--- config.mk ---
export PLATFORM = sky130hd
export DESIGN_NAME = e203_ifu_flush_rsp
export DESIGN_NICKNAME = d
export VERILOG_FILES = /design/src/rtl/e203_ifu_flush_rsp_pkg.sv /design/src/rtl/e203_ifu_flush_rsp.sv
export SDC_FILE = /design/constraint.sdc
export NUM_CORES = 1
export LEC_CHECK = 0
export CORE_MARGIN = 8
export CORE_UTILIZATION = 44
export CTS_CLUSTER_DIAMETER = 40
export CTS_CLUSTER_SIZE = 20
export DETAILED_ROUTE_END_ITERATION = 8
export MAX_ROUTING_LAYER = met4
export PLACE_DENSITY_LB_ADDON = 0.1
export SETUP_SLACK_MARGIN = 0.5
export SYNTH_ARGS = -nofsm -noshare
export SYNTH_HDL_FRONTEND = slang
export SYNTH_SLANG_ARGS = --single-unit
export TNS_END_PERCENT = 1
--- constraint.sdc ---
create_clock -name clk -period 2.3 [get_ports clk]
set_input_delay 0.345 -clock clk [delete_from_list [all_inputs] [get_ports clk]]
set_output_delay 0.345 -clock clk [all_outputs]
set_load 0.02 [all_outputs]
--- src/rtl/e203_ifu_flush_rsp_pkg.sv ---
// Shared sizes, FSM encoding and counter helper for the IFU flush/response tracker.
// The E203_FLUSH_PC_DIRECT_EN option is resolved in the top module, not here.
package e203_ifu_flush_rsp_pkg;

  localparam int E203_PC_SIZE      = 32;
  localparam int E203_IFU_OUTS_NUM = 2;
  localparam int OUTS_W            = $clog2(E203_IFU_OUTS_NUM + 1);

  typedef enum logic [1:0] {
    ST_IDLE    = 2'b00,
    ST_DRAIN   = 2'b01,
    ST_REFETCH = 2'b10
  } flush_state_e;

  // cnt + inc - dec, clamped to [0, E203_IFU_OUTS_NUM]
  function automatic logic [OUTS_W-1:0] outs_step(input logic [OUTS_W-1:0] cnt,
                                                  input logic inc,
                                                  input logic dec);
    logic [OUTS_W:0] sum;
    sum = {1'b0, cnt} + {{OUTS_W{1'b0}}, inc};
    if (dec) begin
      sum = (sum == '0) ? '0 : sum - (OUTS_W+1)'(1);
    end
    if (sum > (OUTS_W+1)'(E203_IFU_OUTS_NUM)) begin
      sum = (OUTS_W+1)'(E203_IFU_OUTS_NUM);
    end
    return sum[OUTS_W-1:0];
  endfunction

endpackage

--- src/rtl/e203_ifu_flush_rsp.sv ---
// IFU flush handling: drains fetches outstanding at flush time, then redirects to new_pc.
// Define E203_FLUSH_PC_DIRECT_EN to take the target from pipe_flush_pc instead of op1+op2.
module e203_ifu_flush_rsp
  import e203_ifu_flush_rsp_pkg::*;
(
  input  logic                    clk,
  input  logic                    rst_n,
  input  logic                    pipe_flush_req,
  input  logic [E203_PC_SIZE-1:0] pipe_flush_add_op1,
  input  logic [E203_PC_SIZE-1:0] pipe_flush_add_op2,
`ifdef E203_FLUSH_PC_DIRECT_EN
  input  logic [E203_PC_SIZE-1:0] pipe_flush_pc,
`endif
  output logic                    pipe_flush_ack,
  input  logic                    ifu_req_hsked,
  input  logic                    ifu_rsp_hsked,
  output logic                    rsp_discard,
  output logic                    fetch_halt,
  output logic                    new_pc_vld,
  output logic [E203_PC_SIZE-1:0] new_pc
);

  flush_state_e              r_state;
  flush_state_e              w_state_next;
  logic [OUTS_W-1:0]         r_outs;
  logic [OUTS_W-1:0]         r_drain_cnt;
  logic [OUTS_W-1:0]         w_drain_next;
  logic [OUTS_W-1:0]         w_drain_init;
  logic [OUTS_W-1:0]         w_outs_next;
  logic [E203_PC_SIZE-1:0]   r_new_pc;
  logic [E203_PC_SIZE-1:0]   w_flush_target;
  logic                      w_accept;
  logic                      w_in_drain;

`ifdef E203_FLUSH_PC_DIRECT_EN
  assign w_flush_target = pipe_flush_pc;
`else
  assign w_flush_target = pipe_flush_add_op1 + pipe_flush_add_op2;
`endif

  assign w_in_drain   = (r_state == ST_DRAIN);
  assign w_accept     = pipe_flush_req & (r_state == ST_IDLE);
  // Requests seen while draining break the ICB protocol and are not counted.
  assign w_outs_next  = outs_step(r_outs, ifu_req_hsked & ~w_in_drain, ifu_rsp_hsked);
  assign w_drain_init = outs_step(r_outs, ifu_req_hsked, ifu_rsp_hsked);

  always_comb begin
    w_state_next   = r_state;
    w_drain_next   = r_drain_cnt;
    pipe_flush_ack = 1'b0;
    rsp_discard    = 1'b0;
    fetch_halt     = 1'b0;
    new_pc_vld     = 1'b0;
    case (r_state)
      ST_IDLE: begin
        pipe_flush_ack = 1'b1;
        if (w_accept) begin
          rsp_discard  = ifu_rsp_hsked;
          w_drain_next = w_drain_init;
          w_state_next = (w_drain_init != '0) ? ST_DRAIN : ST_REFETCH;
        end
      end
      ST_DRAIN: begin
        rsp_discard = 1'b1;
        fetch_halt  = 1'b1;
        if (r_drain_cnt == '0) begin
          w_state_next = ST_REFETCH;
        end else if (ifu_rsp_hsked) begin
          w_drain_next = r_drain_cnt - OUTS_W'(1);
          if (r_drain_cnt == OUTS_W'(1)) begin
            w_state_next = ST_REFETCH;
          end
        end
      end
      ST_REFETCH: begin
        fetch_halt = 1'b1;
        new_pc_vld = 1'b1;
        if (ifu_req_hsked) begin
          w_state_next = ST_IDLE;
        end
      end
      default: begin
        w_state_next = ST_IDLE;
        w_drain_next = '0;
      end
    endcase
  end

  always_ff @(posedge clk or negedge rst_n) begin
    if (!rst_n) begin
      r_state     <= ST_IDLE;
      r_outs      <= '0;
      r_drain_cnt <= '0;
      r_new_pc    <= '0;
    end else begin
      r_state     <= w_state_next;
      r_outs      <= w_outs_next;
      r_drain_cnt <= w_drain_next;
      if (w_accept) begin
        r_new_pc <= w_flush_target;
      end
    end
  end

  assign new_pc = r_new_pc;

endmodule
==> results_dict.tcl, run 1 <==
set metrics [dict create \
    outcome "finished, violations left" \
    violations "setup timing" \
    fin_util_pct 78.0 \
    fin_skew_ns 0.00207 \
    setup_viol 5 \
    netlist_instances 394 \
    dp_slack_ns -1.04 \
    comb_power_share_pct 61.8 \
    wirelength_microns 11200 \
    swShare_pct 41.8 \
    drv_cap 0 \
    grt_overflow_total 0 \
    fp.coreArea_sq_mm 0.00725 \
    rows 31 \
    root_buffer "clkbuf_8" \
    holdWs_ns 0.178 \
    die_area_sq_mm 0.0106 \
    vdd_ir_drop_max_v 0.000318 \
    nets 694 \
    cts_buffers 5 \
    track_usage_pct 22.4 \
    syn_area_per_cell_sq_um 8.40 \
    hold_class "in -> async" \
    wl_per_cell_microns 16.3 \
    synth_edf_count 0 \
    clock-sinks 38 \
    grt_max_degree 39 \
    cp.required_ns 2.47 \
    die_width_microns 103 \
    rr_startpoint "r_state[0]" \
    vias_per_cell 5.39 \
    drive_gt1_share_pct 31.8 \
    rsz0062_at_grt "yes" \
    maxSlewHeadroom_pct 41.8 \
    drc 0 \
    ys.flop_type "dfrtp_1" \
    dp_hpwl_microns 8040 \
    dr.pass1.iters 4 \
    io_pins 105 \
    place.gp.congestion 0.910 \
    diodes 0 \
    leakage_nw 2.54 \
    power_mw 4.59 \
    worstRegToRegCells 6 \
    yosysSeqAreaShare_pct 28.7 \
    rrSetupSlack_ns 0.32 \
    critPathKind "in -> reg" \
    portBuffers 104 \
    num_vias 3690 \
    cp_max_fo 3 \
    endpoint_kind "flip-flop" \
    start_kind "input port" \
    grt_pass1_wl_microns 18500 \
    yosysUniqueCellTypes 55 \
    p_int_mw 2.67 \
    power-per-cell-area_mw_per_mm2 810 \
    hold_viol 0 \
    power_switching_mw 1.92 \
    ys_ff_latch 38 \
    setup_ws_ns -0.117 \
    worstReg2RegEnd "new_pc[19]" \
    syn-num-nets 504 \
    first_iter_violations 111 \
    setup_tns_ns -0.215 \
    critPathArrivalTime_ns 2.59 \
    antenna_found_initial 0 \
    tightest_slew_ns 0.873 \
    power.share.sequential_pct 26.2 \
    ys_warn_count 0 \
    cts_tree "done" \
    clockBufferDepth 2 \
    first_global_vias 3875 \
    cts-htree-levels 2 \
    syn_to_final_growth_pct 71.0 \
    async_flop_share_pct 100 \
    period_needed_ns 2.42 \
    max_freq_ghz 0.414 \
    report.final.slew_viol_count 0 \
    fin_crit_sh_pct 105 \
    start_util_pct 45.6 \
    synth_area_sq_mm 0.00331 \
    clk_latency_ns 0.28 \
    clk_pin_slew_worst_paths_ns 0.07 \
    clkPwrFrac_pct 12.0 \
    drtAntennaViolNets 0 \
    fp.dieH_microns 103 \
]
kinds of logic after synthesis:
kind of cell / count (synthesis) / synth area share [%]
adder cells (fa/ha/maj): 41 / 15.7
XOR/XNOR: 27 / 7.15
multiplexers: 4 / 1.32
buffers and inverters: 28 / 3.29
AO/OA/AOI/OAI: 136 / 27.2
AND/OR/NAND/NOR: 120 / 16.6
flip-flops: 38 / 28.7
cell usage in the layout, fill, tap and decap left out, types with 4 or more instances in the layout:
| master | instances |
|---|---|
| xor2_1 | 14 |
| o21ai_0 | 26 |
| clkbuf_8 | 5 |
| inv_1 | 12 |
| o21ai_2 | 4 |
| a21oi_1 | 23 |
| clkdlybuf4s50_1 | 69 |
| a31oi_1 | 4 |
| a21oi_2 | 10 |
| buf_4 | 91 |
| a211oi_2 | 4 |
| ha_1 | 23 |
| nand3_1 | 11 |
| xnor2_1 | 11 |
| ha_4 | 17 |
| buf_2 | 5 |
| nor2b_1 | 6 |
| a21o_1 | 14 |
| o21ai_1 | 10 |
| nor2_1 | 20 |
| clkdlybuf4s15_2 | 6 |
| buf_6 | 5 |
| dfrtp_1 | 38 |
| nand2_1 | 53 |
| dlygate4sd2_1 | 22 |
| nor3_1 | 4 |
| o21bai_1 | 4 |
flip-flops by register name (all words and copies together), names as in the netlist:
signal / cells
new_pc: 32
r_drain_cnt: 2
r_outs: 2
r_state: 2
synth_stat cells, types with 5 or more instances:
library cell  instances  share of area, %
a21o_1               14               3.2
ha_1                 40                15
nor2b_1               7               1.3
a21oi_1              34               5.1
nand3_1              12               1.8
clkbuf_1             10               1.1
xor2_1               14               3.7
o21bai_1              7               1.6
nand2_1              56               6.4
o21ai_0              37               5.6
xnor2_1              13               3.4
o31ai_1               5               1.1
inv_1                13               1.5
dfrtp_1              38                29
nor2_1               22               2.5
layout make-up:
class	instances	area, sq um
Fill cell	498	1590
Tap cell	99	124
Sequential cell	38	951
Clock inverter	1	30.0
Inverter	13	48.8
Multi-Input combinational cell	328	2720
Timing Repair Buffer	198	1720
Clock buffer	7	76.3
power by group through the flow:
stage               clock (mW)  sequential [mW]  combinational, mW
floorplan                    0             1.49               1.10
global placement             0             1.18               2.59
global route             0.585             1.23               3.08
finish                   0.550             1.20               2.83
detailed placement           0             1.20               2.66
CTS                      0.557             1.19               2.80
through the flow:
stage / area [sq um] / std cells
after global placement: 5030 / 663
after detailed placement: 5030 / 663
final: 5660 / 684
after global routing: 5660 / 684
after CTS: 5630 / 684
after floorplan: 3320 / 394
layer usage:
layer	global-route usage (%)	wire, microns	vias up
li1	-	-	1805
met1	26.4	4740	1751
met2	39.1	5670	114
met3	2.16	522	20
met4	7.45	218	0
met5	-	0	-
worst max path at each step:
stage	end	start	slack (ns)
finish	new_pc[28]	pipe_flush_add_op2[0]	-0.12
global route	new_pc[28]	pipe_flush_add_op2[0]	-0.24
CTS	new_pc[28]	pipe_flush_add_op2[0]	-0.04
detailed placement	new_pc[28]	pipe_flush_add_op1[0]	-1.04
global placement	new_pc[28]	pipe_flush_add_op1[0]	-0.99
floorplan	new_pc[28]	pipe_flush_add_op1[0]	-0.28
worst max-delay path, cell delays in order:
cell,delay [ns]
buf_6,0.10
ha_4,0.15
fa_2,0.35
a21o_1,0.21
a221oi_4,0.26
nor2b_2,0.09
a311oi_2,0.29
o21ai_2,0.14
a211oi_2,0.28
nor4b_2,0.08
a211o_1,0.28
what timing repair did:
item,4_1_cts,5_1_grt
hold buffers,0,0
endpoints found under the setup margin,32,27
pin swaps,54,5
setup buffers,13,0
resized for setup,140,12
No activity file was read; power rests on OpenSTA's default activity.
==> inputs of run 2 (changes only) <==
Settings changed: CTS_CLUSTER_SIZE 20 to 8, PLACE_DENSITY_LB_ADDON 0.1 to 0.2.
==> results_dict.tcl, run 2 (synthesized netlist as in run 1, its figures left out) <==
set metrics [dict create \
    hold_viol 0 \
    tightest_slew_ns 0.906 \
    start_util_pct 45.6 \
    vdd_ir_drop_max_v 0.000332 \
    first_global_vias 3950 \
    grt_overflow_total 0 \
    slowest_delay_ns 0.41 \
    leakage_nw 2.47 \
    dr.pass1.iters 5 \
    fp.dieH_microns 103 \
    num_vias 3651 \
    met3_usage_pct 2.97 \
    dp.cells 657 \
    wirelength_microns 10800 \
    cts_hold_buf 0 \
    largest_register_ffs 32 \
    die_area_sq_mm 0.0106 \
    nets 682 \
    drv_cap 0 \
    critPathArrivalTime_ns 2.52 \
    critPathSlowestCell "clkdlybuf4s50_1" \
    grt_pass1_wl_microns 17700 \
    portBuffers 104 \
    period_needed_ns 2.36 \
    clock-sinks 38 \
    outcome "finished, violations left" \
    dp_hpwl_microns 7960 \
    rows 31 \
    critPathKind "in -> reg" \
    clk_latency_ns 0.29 \
    fp.coreArea_sq_mm 0.00725 \
    rr_startpoint "r_state[0]" \
    drc 0 \
    diodes 0 \
    violations "setup timing" \
    layout.cells.non_filler 670 \
    num-fill-cells 530 \
    mostFrequentLayoutCell "buf_4" \
    die_width_microns 103 \
    first_iter_violations 151 \
    crit_family "compound AO/OA/AOI/OAI gates" \
    crit_chain "clkdlybuf4s50_1 -> ha_1 -> a21o_1 -> a21oi_1 -> o21bai_2 -> a211oi_2 -> o31ai_4 -> o21ai_4 -> a2111oi_2 -> or3_1" \
    cts-htree-levels 2 \
    cts_buffers 5 \
    top_usage_layer "met2" \
    cp_max_fo 3 \
    setup_ws_ns -0.0574 \
    hold_class "in -> async" \
    final_area_sq_mm 0.00547 \
    antenna_found_initial 0 \
    rsz0062_at_grt "yes" \
    drive_gt1_share_pct 28.0 \
    clk_pin_slew_worst_paths_ns 0.08 \
    grt_max_degree 67 \
    layout_common_cells "buf_4 (78), clkdlybuf4s50_1 (76), nand2_1 (54)" \
    setup_viol 4 \
    fin_skew_ns 0.00642 \
    seqCellArea_sq_um 951 \
    dpl_cell_area_sq_mm 0.00500 \
    report.final.slew_viol_count 0 \
    root_buffer "clkbuf_8" \
    power-per-cell-area_mw_per_mm2 814 \
    track_usage_pct 21.4 \
    grtUsageMet2_pct 38.2 \
    max_freq_ghz 0.424 \
    place.gp.congestion 0.963 \
    path_buf_inv 1 \
    io_pins 105 \
    endpoint_kind "flip-flop" \
    cp.required_ns 2.47 \
    dp_slack_ns -0.882 \
    startpoint "pipe_flush_add_op1[15]" \
    start_kind "input port" \
    vias_per_cell 5.45 \
    drtAntennaViolNets 0 \
    cts_tree "done" \
    setup_tns_ns -0.159 \
    multi_input_area_sq_mm 0.00263 \
    syn_to_final_growth_pct 65.1 \
    use_met1_pct 23.7 \
    clockBufferDepth 2 \
    maxSlewHeadroom_pct 39.6 \
    fin_crit_sh_pct 102 \
    holdWs_ns 0.182 \
    wl_per_cell_microns 16.1 \
]
## run 2: cell count changes in the layout (fill, tap and decap cells not counted), sizes merged
| cell | change |
|---|---|
| bufinv | -1 |
| buf | -13 |
| clkdlybuf4s50 | +7 |
| dlygate4sd2 | -3 |
| clkdlybuf4s15 | -4 |
## run 2: worst paths after layout
kind	endpoint	slack [ns]	cells after the start
setup / recovery	new_pc[31]	-0.06	10
hold / removal	new_pc[9]	0.18	1
setup reg to reg	new_pc[28]	0.46	7
hold reg to reg	new_pc[3]	0.48	2
max in group asynchronous	new_pc[30]	1.55	1
min in group clk	new_pc[0]	0.40	3
## run 2: stage by stage
stage | power (mW) | util, %
2_1_floorplan | 2.60 | -
3_3_place_gp | 3.77 | 69.0
3_5_place_dp | 3.85 | 69.0
4_1_cts | 4.39 | 74.2
5_1_grt | 4.76 | 75.3
6_report | 4.45 | 75.3
## run 2: final cells by class
class	count	area share (%)
clock buffers	6	1.51
inverters	13	0.893
multi-input cells	328	48.0
flip-flops and latches	38	17.4
well taps	99	2.27
repair buffers	186	29.9
## run 2: metal layers
layer,share of wire (%),wire length (microns),up-vias
li1,-,-,1777
met2,52,5630,116
met3,4.3,467,29
met5,0,0,-
met4,2.7,286,0
met1,41,4400,1729
## run 2: report_power, final
group	internal [mW]	switching (mW)	leakage (nW)
combinational	1.33	1.45	1.95
sequential	0.988	0.212	0.470
clock	0.232	0.234	0.0431
## run 2: repair_timing
item / CTS / global route
resized for setup: 101 / 17
pin swaps: 52 / 12
setup buffers: 7 / 0
endpoints found under the hold margin: 0 / 0
endpoints found under the setup margin: 31 / 27
cloned: 0 / 0
==> inputs of run 3 (changes only) <==
Settings changed: CORE_UTILIZATION 44 to 48, GPL_TIMING_DRIVEN set to 0.
==> results_dict.tcl, run 3 (synthesized netlist as in run 1, its figures left out) <==
set metrics [dict create \
    outcome "finished, violations left" \
    violations "setup timing" \
    endpoint_kind "flip-flop" \
    power.share.sequential_pct 26.8 \
    cts_tree "done" \
    first_global_vias 3479 \
    slowest_delay_ns 0.40 \
    fin_crit_sh_pct 106 \
    cts_buffers 5 \
    drive_gt1_share_pct 21.1 \
    hold_class "in -> async" \
    hold_viol 0 \
    clkPwrFrac_pct 11.1 \
    mostFrequentLayoutCell "clkdlybuf4s50_1" \
    clk_pin_slew_worst_paths_ns 0.08 \
    grt_pass1_wl_microns 16700 \
    dpl_cell_area_sq_mm 0.00446 \
    setup_tns_ns -0.526 \
    path_buf_inv 1 \
    start_kind "input port" \
    die_width_microns 99.0 \
    power_switching_mw 1.88 \
    cp_max_fo 5 \
    vias_per_cell 5.64 \
    swShare_pct 42.9 \
    clk_latency_ns 0.29 \
    track_usage_pct 21.0 \
    power-per-cell-area_mw_per_mm2 860 \
    fp.dieH_microns 99.0 \
    num_vias 3415 \
    grt_max_degree 39 \
    tightest_slew_ns 0.848 \
    setup_viol 10 \
    max_freq_ghz 0.409 \
    wl_per_cell_microns 17.2 \
    rr_startpoint "r_state[0]" \
    first_iter_violations 148 \
    critPathKind "in -> reg" \
    largest_register_ffs 32 \
    rsz0062_at_grt "yes" \
    start_util_pct 49.3 \
    worstRegToRegCells 9 \
    vdd_ir_drop_max_v 0.000377 \
    crit_family "compound AO/OA/AOI/OAI gates" \
    crit_chain "clkdlybuf4s50_1 -> ha_1 -> a21oi_2 -> o21ai_1 -> a31o_2 -> a21oi_2 -> o21ai_2 -> a211oi_2 -> nor4b_1 -> a211o_1" \
    dr.pass1.iters 4 \
    comb_power_share_pct 62.1 \
    place.gp.congestion 0.847 \
    fp.coreArea_sq_mm 0.00672 \
    setup_ws_ns -0.143 \
    cp.required_ns 2.48 \
    drv_cap 0 \
    dp_slack_ns -1.21 \
    worstReg2RegEnd "new_pc[16]" \
    grt_overflow_total 0 \
    wirelength_microns 10400 \
    startpoint "pipe_flush_add_op1[13]" \
    root_buffer "clkbuf_8" \
    endpoint "new_pc[28]" \
    io_pins 105 \
    leakage_nw 2.26 \
    cts_hold_buf 0 \
    layout_common_cells "clkdlybuf4s50_1 (71), nand2_1 (53), dfrtp_1 (38)" \
    report.final.slew_viol_count 0 \
    final_area_sq_mm 0.00510 \
    antenna_found_initial 0 \
    dp_hpwl_microns 7480 \
    period_needed_ns 2.44 \
    fin_skew_ns 0.00983 \
    syn_to_final_growth_pct 54.1 \
    drc 0 \
    rrSetupSlack_ns 0.38 \
    maxSlewHeadroom_pct 43.5 \
    drtAntennaViolNets 0 \
    critPathArrivalTime_ns 2.62 \
    die_area_sq_mm 0.00981 \
    nets 635 \
    clockBufferDepth 2 \
    critPathSlowestCell "clkdlybuf4s50_1" \
    cts-htree-levels 2 \
    p_int_mw 2.50 \
    diodes 0 \
    rows 30 \
    cp_common_cell "a21oi_2" \
    clock-sinks 38 \
    cp_num_cells 10 \
    holdWs_ns 0.155 \
    portBuffers 104 \
]
-- run 3: cell count changes in the layout (fill, tap and decap cells not counted), moves of 3 or more --
cell / delta
ha_1: -5
o21ai_1: +6
dlymetal6s2s_1: +5
a21oi_1: -3
buf_4: -55
o21ai_0: -4
clkdlybuf4s50_1: -5
ha_4: +3
clkbuf_1: +6
-- run 3: worst reg2reg max path: stages (launching register included) --
cell and delay [ns]:
dfrtp_1 0.41, inv_2 0.07, ha_2 0.20, clkbuf_8 0.16, nand2_2 0.11, buf_6 0.15
buf_4 0.19, clkbuf_1 0.36, nand2_1 0.10, o21ai_1 0.10
-- run 3: worst min-delay path by stage --
stage	end	slack, ns	cells after the start	startpoint
3_5_place_dp	new_pc[21]	0.47	2	new_pc[21]
5_1_grt	new_pc[5]	0.24	1	rst_n
3_3_place_gp	new_pc[12]	0.46	2	new_pc[12]
4_1_cts	new_pc[2]	0.19	1	rst_n
2_1_floorplan	new_pc[0]	0.05	0	rst_n
6_report	new_pc[2]	0.16	1	rst_n
-- run 3: per-layer routing --
layer	up-vias	global-route usage (%)	share of wire [%]
met2	125	36.6	50
met3	17	3.17	5.1
met1	1587	24.6	43
met5	-	-	0
li1	1686	-	-
met4	0	5.43	1.5
-- run 3: final cells by class --
type | count | area [sq um]
Timing Repair Buffer | 124 | 1170
Tap cell | 80 | 100
Clock inverter | 1 | 5.00
Clock buffer | 7 | 86.3
Inverter | 13 | 48.8
Sequential cell | 38 | 951
Buffer | 15 | 110
Fill cell | 480 | 1620
Multi-Input combinational cell | 328 | 2630
-- run 3: what timing repair did --
action / in CTS / in global routing
hold endpoints to repair: 0 / 0
gates resized for setup: 115 / 36
endpoints found under the setup margin: 37 / 34
setup buffers: 15 / 5
pin swaps: 32 / 29
-- run 3: through the flow --
stage	std cells	util, %	total power, mW
floorplan	394	-	2.60
global placement	578	66.5	3.60
detailed placement	578	66.4	3.68
CTS	601	73.7	4.32
global route	606	75.9	4.68
finish	606	75.9	4.39
-- run 3: power by group through the flow --
| stage | logic (mW) | registers [mW] | clock network, mW |
|---|---|---|---|
| after global placement | 2.42 | 1.18 | 0 |
| after CTS | 2.65 | 1.18 | 0.493 |
| final | 2.72 | 1.18 | 0.487 |
| after detailed placement | 2.49 | 1.19 | 0 |
| after floorplan | 1.10 | 1.49 | 0 |
| after global routing | 2.94 | 1.22 | 0.515 |
